===== src/rtl/park_transform_engine_pkg.sv =====
// Shared types and helpers for the Park transform engine.
package park_pkg;

  localparam logic MODE_INV_PARK = 1'b0;
  localparam logic MODE_FWD_PARK = 1'b1;

  // Widest operand the saturation helper supports; sums are sign-extended to SUM_W.
  localparam int MAX_DW = 32;
  localparam int SUM_W  = 2 * MAX_DW + 1;

  typedef enum logic [3:0] {
    ST_IDLE  = 4'b0001,
    ST_ISSUE = 4'b0010,
    ST_DRAIN = 4'b0100,
    ST_DONE  = 4'b1000
  } park_state_e;

  typedef struct packed {
    logic signed [MAX_DW-1:0] val;
    logic                     sat;
  } sat_res_t;

  // Floor shift by frac, then clamp to the signed dw-bit range.
  function automatic sat_res_t sat_shift(input logic signed [SUM_W-1:0] sum,
                                         input int frac, input int dw);
    logic signed [SUM_W-1:0] one_v;
    logic signed [SUM_W-1:0] max_v;
    logic signed [SUM_W-1:0] min_v;
    logic signed [SUM_W-1:0] sh_v;
    sat_res_t                res;
    one_v = {{(SUM_W-1){1'b0}}, 1'b1};
    max_v = (one_v <<< (dw - 1)) - one_v;
    min_v = ~max_v;
    sh_v  = sum >>> frac;
    if (sh_v > max_v) begin
      res.val = max_v[MAX_DW-1:0];
      res.sat = 1'b1;
    end else if (sh_v < min_v) begin
      res.val = min_v[MAX_DW-1:0];
      res.sat = 1'b1;
    end else begin
      res.val = sh_v[MAX_DW-1:0];
      res.sat = 1'b0;
    end
    return res;
  endfunction

endpackage


===== src/rtl/park_transform_engine_if.sv =====
// Request/result bundle of the Park transform engine.
// PARK_SAT_FLAG_EN adds the sat_out saturation flags.
interface park_transform_engine_if #(parameter int DATA_WIDTH = 16);
  logic                         start_in;
  logic                         mode_in;
  logic signed [DATA_WIDTH-1:0] a_in;
  logic signed [DATA_WIDTH-1:0] b_in;
  logic signed [DATA_WIDTH-1:0] sin_in;
  logic signed [DATA_WIDTH-1:0] cos_in;
  logic                         ready_out;
  logic                         valid_out;
  logic signed [DATA_WIDTH-1:0] x_out;
  logic signed [DATA_WIDTH-1:0] y_out;
`ifdef PARK_SAT_FLAG_EN
  logic [1:0]                   sat_out;

  modport master (output start_in, mode_in, a_in, b_in, sin_in, cos_in,
                  input  ready_out, valid_out, x_out, y_out, sat_out);
  modport slave  (input  start_in, mode_in, a_in, b_in, sin_in, cos_in,
                  output ready_out, valid_out, x_out, y_out, sat_out);
`else
  modport master (output start_in, mode_in, a_in, b_in, sin_in, cos_in,
                  input  ready_out, valid_out, x_out, y_out);
  modport slave  (input  start_in, mode_in, a_in, b_in, sin_in, cos_in,
                  output ready_out, valid_out, x_out, y_out);
`endif
endinterface


===== src/rtl/park_transform_engine_mult_pipe.sv =====
// Signed multiplier with MULT_LAT output register stages; behavioural stand-in
// for the vendor multiplier core.
module park_mult_pipe #(
  parameter int DATA_WIDTH = 16,
  parameter int MULT_LAT   = 1
) (
  input  logic                           clk_i,
  input  logic                           clr_i,
  input  logic signed [DATA_WIDTH-1:0]   a_i,
  input  logic signed [DATA_WIDTH-1:0]   b_i,
  output logic signed [2*DATA_WIDTH-1:0] p_o
);

  logic signed [2*DATA_WIDTH-1:0] stage_q [MULT_LAT];

  // Product pipeline, cleared synchronously.
  always_ff @(posedge clk_i) begin
    if (clr_i) begin
      for (int i = 0; i < MULT_LAT; i++) stage_q[i] <= '0;
    end else begin
      stage_q[0] <= (2*DATA_WIDTH)'(a_i) * (2*DATA_WIDTH)'(b_i);
      for (int i = 1; i < MULT_LAT; i++) stage_q[i] <= stage_q[i-1];
    end
  end

  assign p_o = stage_q[MULT_LAT-1];

endmodule


===== src/rtl/park_transform_engine.sv =====
// Bidirectional Park transform: one shared multiplier over four products.
// Define PARK_SAT_FLAG_EN to expose per-result saturation flags on sat_out.
module park_transform_engine
  import park_pkg::*;
#(
  parameter int DATA_WIDTH = 16,
  parameter int TRIG_FRAC  = 14,
  parameter int MULT_LAT   = 1
) (
  input  logic                  sys_clk,
  input  logic                  reset_n,
  park_transform_engine_if.slave bus
);

  localparam int PW = 2 * DATA_WIDTH;
  localparam logic [2:0] T_P0   = 3'(MULT_LAT);
  localparam logic [2:0] T_X    = 3'(MULT_LAT + 1);
  localparam logic [2:0] T_P2   = 3'(MULT_LAT + 2);
  localparam logic [2:0] T_LAST = 3'(MULT_LAT + 3);

  if (MULT_LAT < 1 || MULT_LAT > 4) begin : g_bad_lat
    $error("park_transform_engine: MULT_LAT must be within 1..4");
  end
  if (DATA_WIDTH > MAX_DW) begin : g_bad_dw
    $error("park_transform_engine: DATA_WIDTH exceeds MAX_DW");
  end

  park_state_e                 state_q, state_d;
  logic [2:0]                  cnt_q, cnt_d;
  logic                        ready_s, accept_s;
  logic                        mode_q;
  logic signed [DATA_WIDTH-1:0] a_q, b_q, sin_q, cos_q;
  logic signed [DATA_WIDTH-1:0] mul_a_s, mul_b_s;
  logic signed [PW-1:0]        prod_s, p0_q, p2_q;
  logic signed [PW:0]          x_sum_s, y_sum_s;
  sat_res_t                    x_sat_s, y_sat_s;
  logic signed [DATA_WIDTH-1:0] x_hold_q, x_out_q, y_out_q;
  logic                        x_flag_q;
  logic [1:0]                  sat_q;

  assign accept_s = bus.start_in & ready_s;

  // State register.
  always_ff @(posedge sys_clk or negedge reset_n) begin
    if (!reset_n) begin
      state_q <= ST_IDLE;
      cnt_q   <= 3'd0;
    end else begin
      state_q <= state_d;
      cnt_q   <= cnt_d;
    end
  end

  // Next-state logic; cnt runs 0..3 through ISSUE and continues through DRAIN.
  always_comb begin
    state_d = state_q;
    cnt_d   = cnt_q;
    case (state_q)
      ST_IDLE, ST_DONE: begin
        if (accept_s) begin
          state_d = ST_ISSUE;
          cnt_d   = 3'd0;
        end else begin
          state_d = ST_IDLE;
        end
      end
      ST_ISSUE: begin
        cnt_d = cnt_q + 3'd1;
        if (cnt_q == 3'd3) state_d = ST_DRAIN;
        else               state_d = ST_ISSUE;
      end
      ST_DRAIN: begin
        if (cnt_q == T_LAST) begin
          state_d = ST_DONE;
          cnt_d   = 3'd0;
        end else begin
          cnt_d = cnt_q + 3'd1;
        end
      end
      default: begin
        state_d = ST_IDLE;
        cnt_d   = 3'd0;
      end
    endcase
  end

  // Output decode: handshake and multiplier operand selection.
  always_comb begin
    ready_s = 1'b0;
    mul_a_s = '0;
    mul_b_s = '0;
    case (state_q)
      ST_IDLE, ST_DONE: ready_s = 1'b1;
      ST_ISSUE: begin
        case (cnt_q[1:0])
          2'd0:    begin mul_a_s = a_q; mul_b_s = cos_q; end
          2'd1:    begin mul_a_s = b_q; mul_b_s = sin_q; end
          2'd2:    begin mul_a_s = a_q; mul_b_s = sin_q; end
          default: begin mul_a_s = b_q; mul_b_s = cos_q; end
        endcase
      end
      default: ready_s = 1'b0;
    endcase
  end

  park_mult_pipe #(.DATA_WIDTH(DATA_WIDTH), .MULT_LAT(MULT_LAT)) u_mult (
    .clk_i (sys_clk),
    .clr_i (~reset_n),
    .a_i   (mul_a_s),
    .b_i   (mul_b_s),
    .p_o   (prod_s)
  );

  // Pair accumulation: the second term's sign comes from the add/subtract, so no operand is negated.
  always_comb begin
    if (mode_q == MODE_INV_PARK) begin
      x_sum_s = $signed({p0_q[PW-1], p0_q}) - $signed({prod_s[PW-1], prod_s});
      y_sum_s = $signed({p2_q[PW-1], p2_q}) + $signed({prod_s[PW-1], prod_s});
    end else begin
      x_sum_s = $signed({p0_q[PW-1], p0_q}) + $signed({prod_s[PW-1], prod_s});
      y_sum_s = $signed({prod_s[PW-1], prod_s}) - $signed({p2_q[PW-1], p2_q});
    end
    x_sat_s = sat_shift(SUM_W'(x_sum_s), TRIG_FRAC, DATA_WIDTH);
    y_sat_s = sat_shift(SUM_W'(y_sum_s), TRIG_FRAC, DATA_WIDTH);
  end

  // Operand latch, product capture and result registers.
  always_ff @(posedge sys_clk or negedge reset_n) begin
    if (!reset_n) begin
      mode_q   <= MODE_INV_PARK;
      a_q      <= '0;
      b_q      <= '0;
      sin_q    <= '0;
      cos_q    <= '0;
      p0_q     <= '0;
      p2_q     <= '0;
      x_hold_q <= '0;
      x_flag_q <= 1'b0;
      x_out_q  <= '0;
      y_out_q  <= '0;
      sat_q    <= 2'b00;
    end else begin
      if (accept_s) begin
        mode_q <= bus.mode_in;
        a_q    <= bus.a_in;
        b_q    <= bus.b_in;
        sin_q  <= bus.sin_in;
        cos_q  <= bus.cos_in;
      end
      if (state_q == ST_ISSUE || state_q == ST_DRAIN) begin
        if (cnt_q == T_P0) p0_q <= prod_s;
        if (cnt_q == T_X) begin
          x_hold_q <= DATA_WIDTH'(x_sat_s.val);
          x_flag_q <= x_sat_s.sat;
        end
        if (cnt_q == T_P2) p2_q <= prod_s;
        if (cnt_q == T_LAST) begin
          x_out_q <= x_hold_q;
          y_out_q <= DATA_WIDTH'(y_sat_s.val);
          sat_q   <= {y_sat_s.sat, x_flag_q};
        end
      end
    end
  end

  assign bus.ready_out = ready_s;
  assign bus.valid_out = (state_q == ST_DONE);
  assign bus.x_out     = x_out_q;
  assign bus.y_out     = y_out_q;
`ifdef PARK_SAT_FLAG_EN
  assign bus.sat_out   = sat_q;
`else
  logic unused_sat_s;
  assign unused_sat_s = ^sat_q;
`endif

endmodule

===== src/flat_wrapper.sv =====
// flat-port wrapper written by rule: the top's interface ports become plain ports
module park_transform_engine_flat import park_pkg::*;
#(
  parameter int DATA_WIDTH = 16,
  parameter int TRIG_FRAC  = 14,
  parameter int MULT_LAT   = 1
)
  (sys_clk, reset_n, bus_start_in, bus_mode_in, bus_a_in, bus_b_in, bus_sin_in, bus_cos_in, bus_ready_out, bus_valid_out, bus_x_out, bus_y_out);
  park_transform_engine_if #(.DATA_WIDTH(DATA_WIDTH)) bus_i ();
  input  logic sys_clk;
  input  logic reset_n;
  input wire logic [$bits(bus_i.start_in)-1:0] bus_start_in;
  input wire logic [$bits(bus_i.mode_in)-1:0] bus_mode_in;
  input wire logic [$bits(bus_i.a_in)-1:0] bus_a_in;
  input wire logic [$bits(bus_i.b_in)-1:0] bus_b_in;
  input wire logic [$bits(bus_i.sin_in)-1:0] bus_sin_in;
  input wire logic [$bits(bus_i.cos_in)-1:0] bus_cos_in;
  output wire logic [$bits(bus_i.ready_out)-1:0] bus_ready_out;
  output wire logic [$bits(bus_i.valid_out)-1:0] bus_valid_out;
  output wire logic [$bits(bus_i.x_out)-1:0] bus_x_out;
  output wire logic [$bits(bus_i.y_out)-1:0] bus_y_out;
  assign bus_i.start_in = bus_start_in;
  assign bus_i.mode_in = bus_mode_in;
  assign bus_i.a_in = bus_a_in;
  assign bus_i.b_in = bus_b_in;
  assign bus_i.sin_in = bus_sin_in;
  assign bus_i.cos_in = bus_cos_in;
  assign bus_ready_out = bus_i.ready_out;
  assign bus_valid_out = bus_i.valid_out;
  assign bus_x_out = bus_i.x_out;
  assign bus_y_out = bus_i.y_out;
  park_transform_engine #(.DATA_WIDTH(DATA_WIDTH), .TRIG_FRAC(TRIG_FRAC), .MULT_LAT(MULT_LAT)) u_core (.sys_clk(sys_clk), .reset_n(reset_n), .bus(bus_i));
endmodule

===== config.mk =====
export PLATFORM = sky130hd
export DESIGN_NAME = park_transform_engine_flat
export DESIGN_NICKNAME = d
export VERILOG_FILES = /design/src/rtl/park_transform_engine_pkg.sv /design/src/rtl/park_transform_engine_if.sv /design/src/rtl/park_transform_engine_mult_pipe.sv /design/src/rtl/park_transform_engine.sv /design/src/flat_wrapper.sv
export SDC_FILE = /design/constraint.sdc
export NUM_CORES = 1
export LEC_CHECK = 0
export BUFFER_PORTS_ARGS = -buffer_cell sky130_fd_sc_hd__buf_2
export CAP_MARGIN = 10
export CORE_MARGIN = 4
export CORE_UTILIZATION = 58
export DETAILED_ROUTE_END_ITERATION = 10
export PLACE_DENSITY = 0.91
export SETUP_SLACK_MARGIN = 0.1
export SYNTH_ARGS = -nofsm -noshare
export SYNTH_HDL_FRONTEND = slang
export SYNTH_HIERARCHICAL = 1
export SYNTH_SLANG_ARGS = --single-unit

===== constraint.sdc =====
create_clock -name sys_clk -period 8.1 [get_ports sys_clk]
set_input_delay 0 -clock sys_clk [delete_from_list [all_inputs] [get_ports sys_clk]]
set_output_delay 0 -clock sys_clk [all_outputs]
set_load 0.005 [all_outputs]

==> impl_metrics.toml <==
[run_status]
status = "finished, final reports clean"

[grt]
grt_remaining_overflow = 0
grt.met2_usage = 0.518
grtUsageMet3 = 0.0563
grt_pass1_vias = 19900
grt_usage = 0.301
grt_max_degree = 72
grt_pass1_wl_um = 101000
busiest_layer = "met2"
antenna_found_initial = 2
gr-usage-met1 = 0.343

[timing]
rsz0062_at_grt = "false"
fin_tns_setup_ns = 0
hold_violations = 0
slew_violations = 0
max-slew-margin-rel = 0.190
fin_worst_skew_ns = 0.0374
fmax_ghz = 0.128
worstMarginPinSlew_ns = 1.21
setup_viol = 0
fin_crit_sh = 0.965
finalCriticalPeriod_ns = 7.81

[cts]
cts.sinks = 216
cts-buffers-inserted = 26
clk_latency_ns = 0.58
cts-root-buf = "clkbuf_16"
h-tree-depth = 1
cts_tree = "done"
clk_pin_slew_ns = 0.06
clockBufferDepth = 3

[worst_setup_path]
cp.arrival_ns = 8.28
path_class = "register to register"
cp-start-kind = "register"
path_delay_family = "adder cells"
critical_path_buf_inv_count = 8
worst_ep_required_time_ns = 8.56
critPathMaxFanout = 16
endpoint_kind = "register"
worst_path_max_delay_cell = "fa_1"
max_stage_delay_ns = 0.63

[final_layout]
final_cell_mix = "371 x inv_1, 262 x fa_1, 226 x nand2_1"
final_common_cell = "inv_1"
drive_gt1_frac = 0.145
multi_input_area_um2 = 15500
final_area_um2 = 25300
seq_area_um2 = 5250
syn2layout_area_growth_pct = 13.1
nets = 3001
nFillCells = 2639

[worst_hold_path]
hold_path.class = "primary input to asynchronous set/reset pin"

[yosys]
synth_nets = 2833
syn_inst = 2351
yosys.area.top_type = "fa_1"
synth-seq-cells = 216
syn_area_per_cell_um2 = 9.52
synth_area_leaders = "fa_1 23%, dfrtp_1 20%, ha_1 8.5%"
yosysSeqAreaShare = 0.234
synth_cell_types = 83
synth_edf_count = 0
ys_warn_count = 6
synth.top_cell.area_share = 0.234
synth_ff_type = "dfrtp_1"
netlist_area_um2 = 22400
synth-async-reset-ratio = 0.852

[die]
die_h_um = 204
die_area_um2 = 41800
initial_core_util = 0.592
die_w_um = 204
core_um2 = 37800
placementRows = 71
io_pins = 102

[route]
drtAntennaViolNets = 0
via_per_inst = 5.98
via_count = 18300
drtPass1Iterations = 5
wl_per_cell_um = 20.3
postRouteWirelength_um = 61900
drc = 0
drt_iter0_drc = 1583

[power_and_ir_drop]
powerDensity_nw_per_um2 = 268
peakVddDrop_mv = 0.243
p_leak_nw = 12.9

[placement]
io_buffers = 101
place.gp.congestion = 0.920
place_hpwl_um = 42500
placedInstanceArea_um2 = 23600

[job]
cap_violations = 0
[synth_stat cells (17+ instances only)]
| library cell | instances |
|---|---|
| a21oi_1 | 120 |
| fa_1 | 262 |
| nand2_1 | 228 |
| and2_1 | 130 |
| nor3_1 | 30 |
| ha_1 | 152 |
| dfxtp_1 | 32 |
| mux2i_1 | 17 |
| o21ai_0 | 67 |
| dfrtp_1 | 183 |
| xnor2_1 | 82 |
| nor2_1 | 127 |
| clkbuf_1 | 63 |
| inv_1 | 371 |
| nor2b_1 | 17 |
| xor2_1 | 47 |
| a221o_1 | 32 |
| a21o_1 | 37 |
| mux2_2 | 126 |
[worst reg2reg max path, delay by kind of cell (launching register included)]
family,cells,cell delay (ns)
flops,1,0.41
fa+ha+maj,8,4.01
simple gates,6,1.27
compound gates,6,1.03
buf+inv,8,1.02
[layout make-up]
class	count	area share
Timing Repair Buffer	221	0.0636
Clock inverter	16	0.00820
Sequential cell	216	0.207
Multi-Input combinational cell	1683	0.612
Antenna cell	2	0.000198
Inverter	371	0.0550
Clock buffer	31	0.0281
Tap cell	511	0.0253
[power by group]
| group | internal, mW | switching [mW] | leakage [nW] |
|---|---|---|---|
| Clock | 0.758 | 0.522 | 0.435 |
| Sequential | 1.32 | 0.287 | 2.67 |
| Combinational | 1.56 | 2.32 | 9.76 |
| Total | 3.65 | 3.13 | 12.9 |
[per-stage QoR]
| step | total power [mW] | setup WS, ns | hold WS [ns] | utilization | cells |
|---|---|---|---|---|---|
| 5_1_grt | 7.22 | 0.0594 | 0.0537 | 0.669 | 3050 |
| 6_report | 6.78 | 0.286 | 0.0296 | 0.669 | 3051 |
| 3_3_place_gp | 5.09 | 0.656 | -0.0225 | 0.623 | 2930 |
| 2_1_floorplan | 4.27 | 0.561 | -0.296 | - | 2351 |
| 4_1_cts | 6.55 | 0.314 | 0.0276 | 0.666 | 3045 |
| 3_5_place_dp | 5.22 | 0.424 | -0.0121 | 0.623 | 2930 |
[sequential cells by signal (all words and copies together), names as in the netlist]
register / flops
u_core/p0_q: 32
u_core/u_mult/stage_q: 32
u_core/cnt_q: 3
u_core/state_q: 4
u_core/sin_q: 16
u_core/bus.y_out: 16
u_core/bus.x_out: 16
u_core/b_q: 16
u_core/mode_q: 1
u_core/x_hold_q: 16
u_core/cos_q: 16
u_core/a_q: 16
u_core/p2_q: 32
[final timing paths]
check	start	end	slack, ns	cells after the start
worst max-delay path	u_core/cnt_q[0]	u_core/u_mult/stage_q[0][31]	0.29	28
worst min-delay path	reset_n	u_core/p0_q[0]	0.03	3
worst max register to register	u_core/cnt_q[0]	u_core/u_mult/stage_q[0][31]	0.29	28
worst min register to register	u_core/bus.x_out[15]	u_core/bus.x_out[15]	0.49	2
max in group asynchronous	reset_n	u_core/a_q[13]	7.12	3
min in group sys_clk	bus_start_in	u_core/state_q[0]	0.19	3
[kinds of logic (layout without fill, tap and decap cells)]
| logic type | after synthesis | count (layout) | synth area share |
|---|---|---|---|
| adders and majority gates | 414 | 414 | 0.319 |
| xor gates and xnor gates | 129 | 129 | 0.0505 |
| DFF | 216 | 216 | 0.234 |
| buffers and inverters | 452 | 639 | 0.0768 |
| and+or+nand+nor | 623 | 623 | 0.135 |
| muxes | 145 | 145 | 0.0725 |
| other | 0 | 2 | 0 |
| AOI/OAI and AO/OA | 372 | 372 | 0.111 |
[layer usage]
| layer | wire length, um | vias up |
|---|---|---|
| li1 | - | 8008 |
| met1 | 21700 | 8862 |
| met2 | 30500 | 993 |
| met3 | 4560 | 392 |
| met4 | 5150 | 0 |
| met5 | 0 | - |
[timing repair]
| item | in CTS | in global routing |
|---|---|---|
| setup endpoints to repair | 0 | 14 |
| hold endpoints to repair | 121 | 0 |
| buffers inserted | 0 | 3 |
| gates resized for setup | 0 | 23 |
| hold buffers | 68 | 0 |
Note: power is estimated with default switching activity, not from simulation.
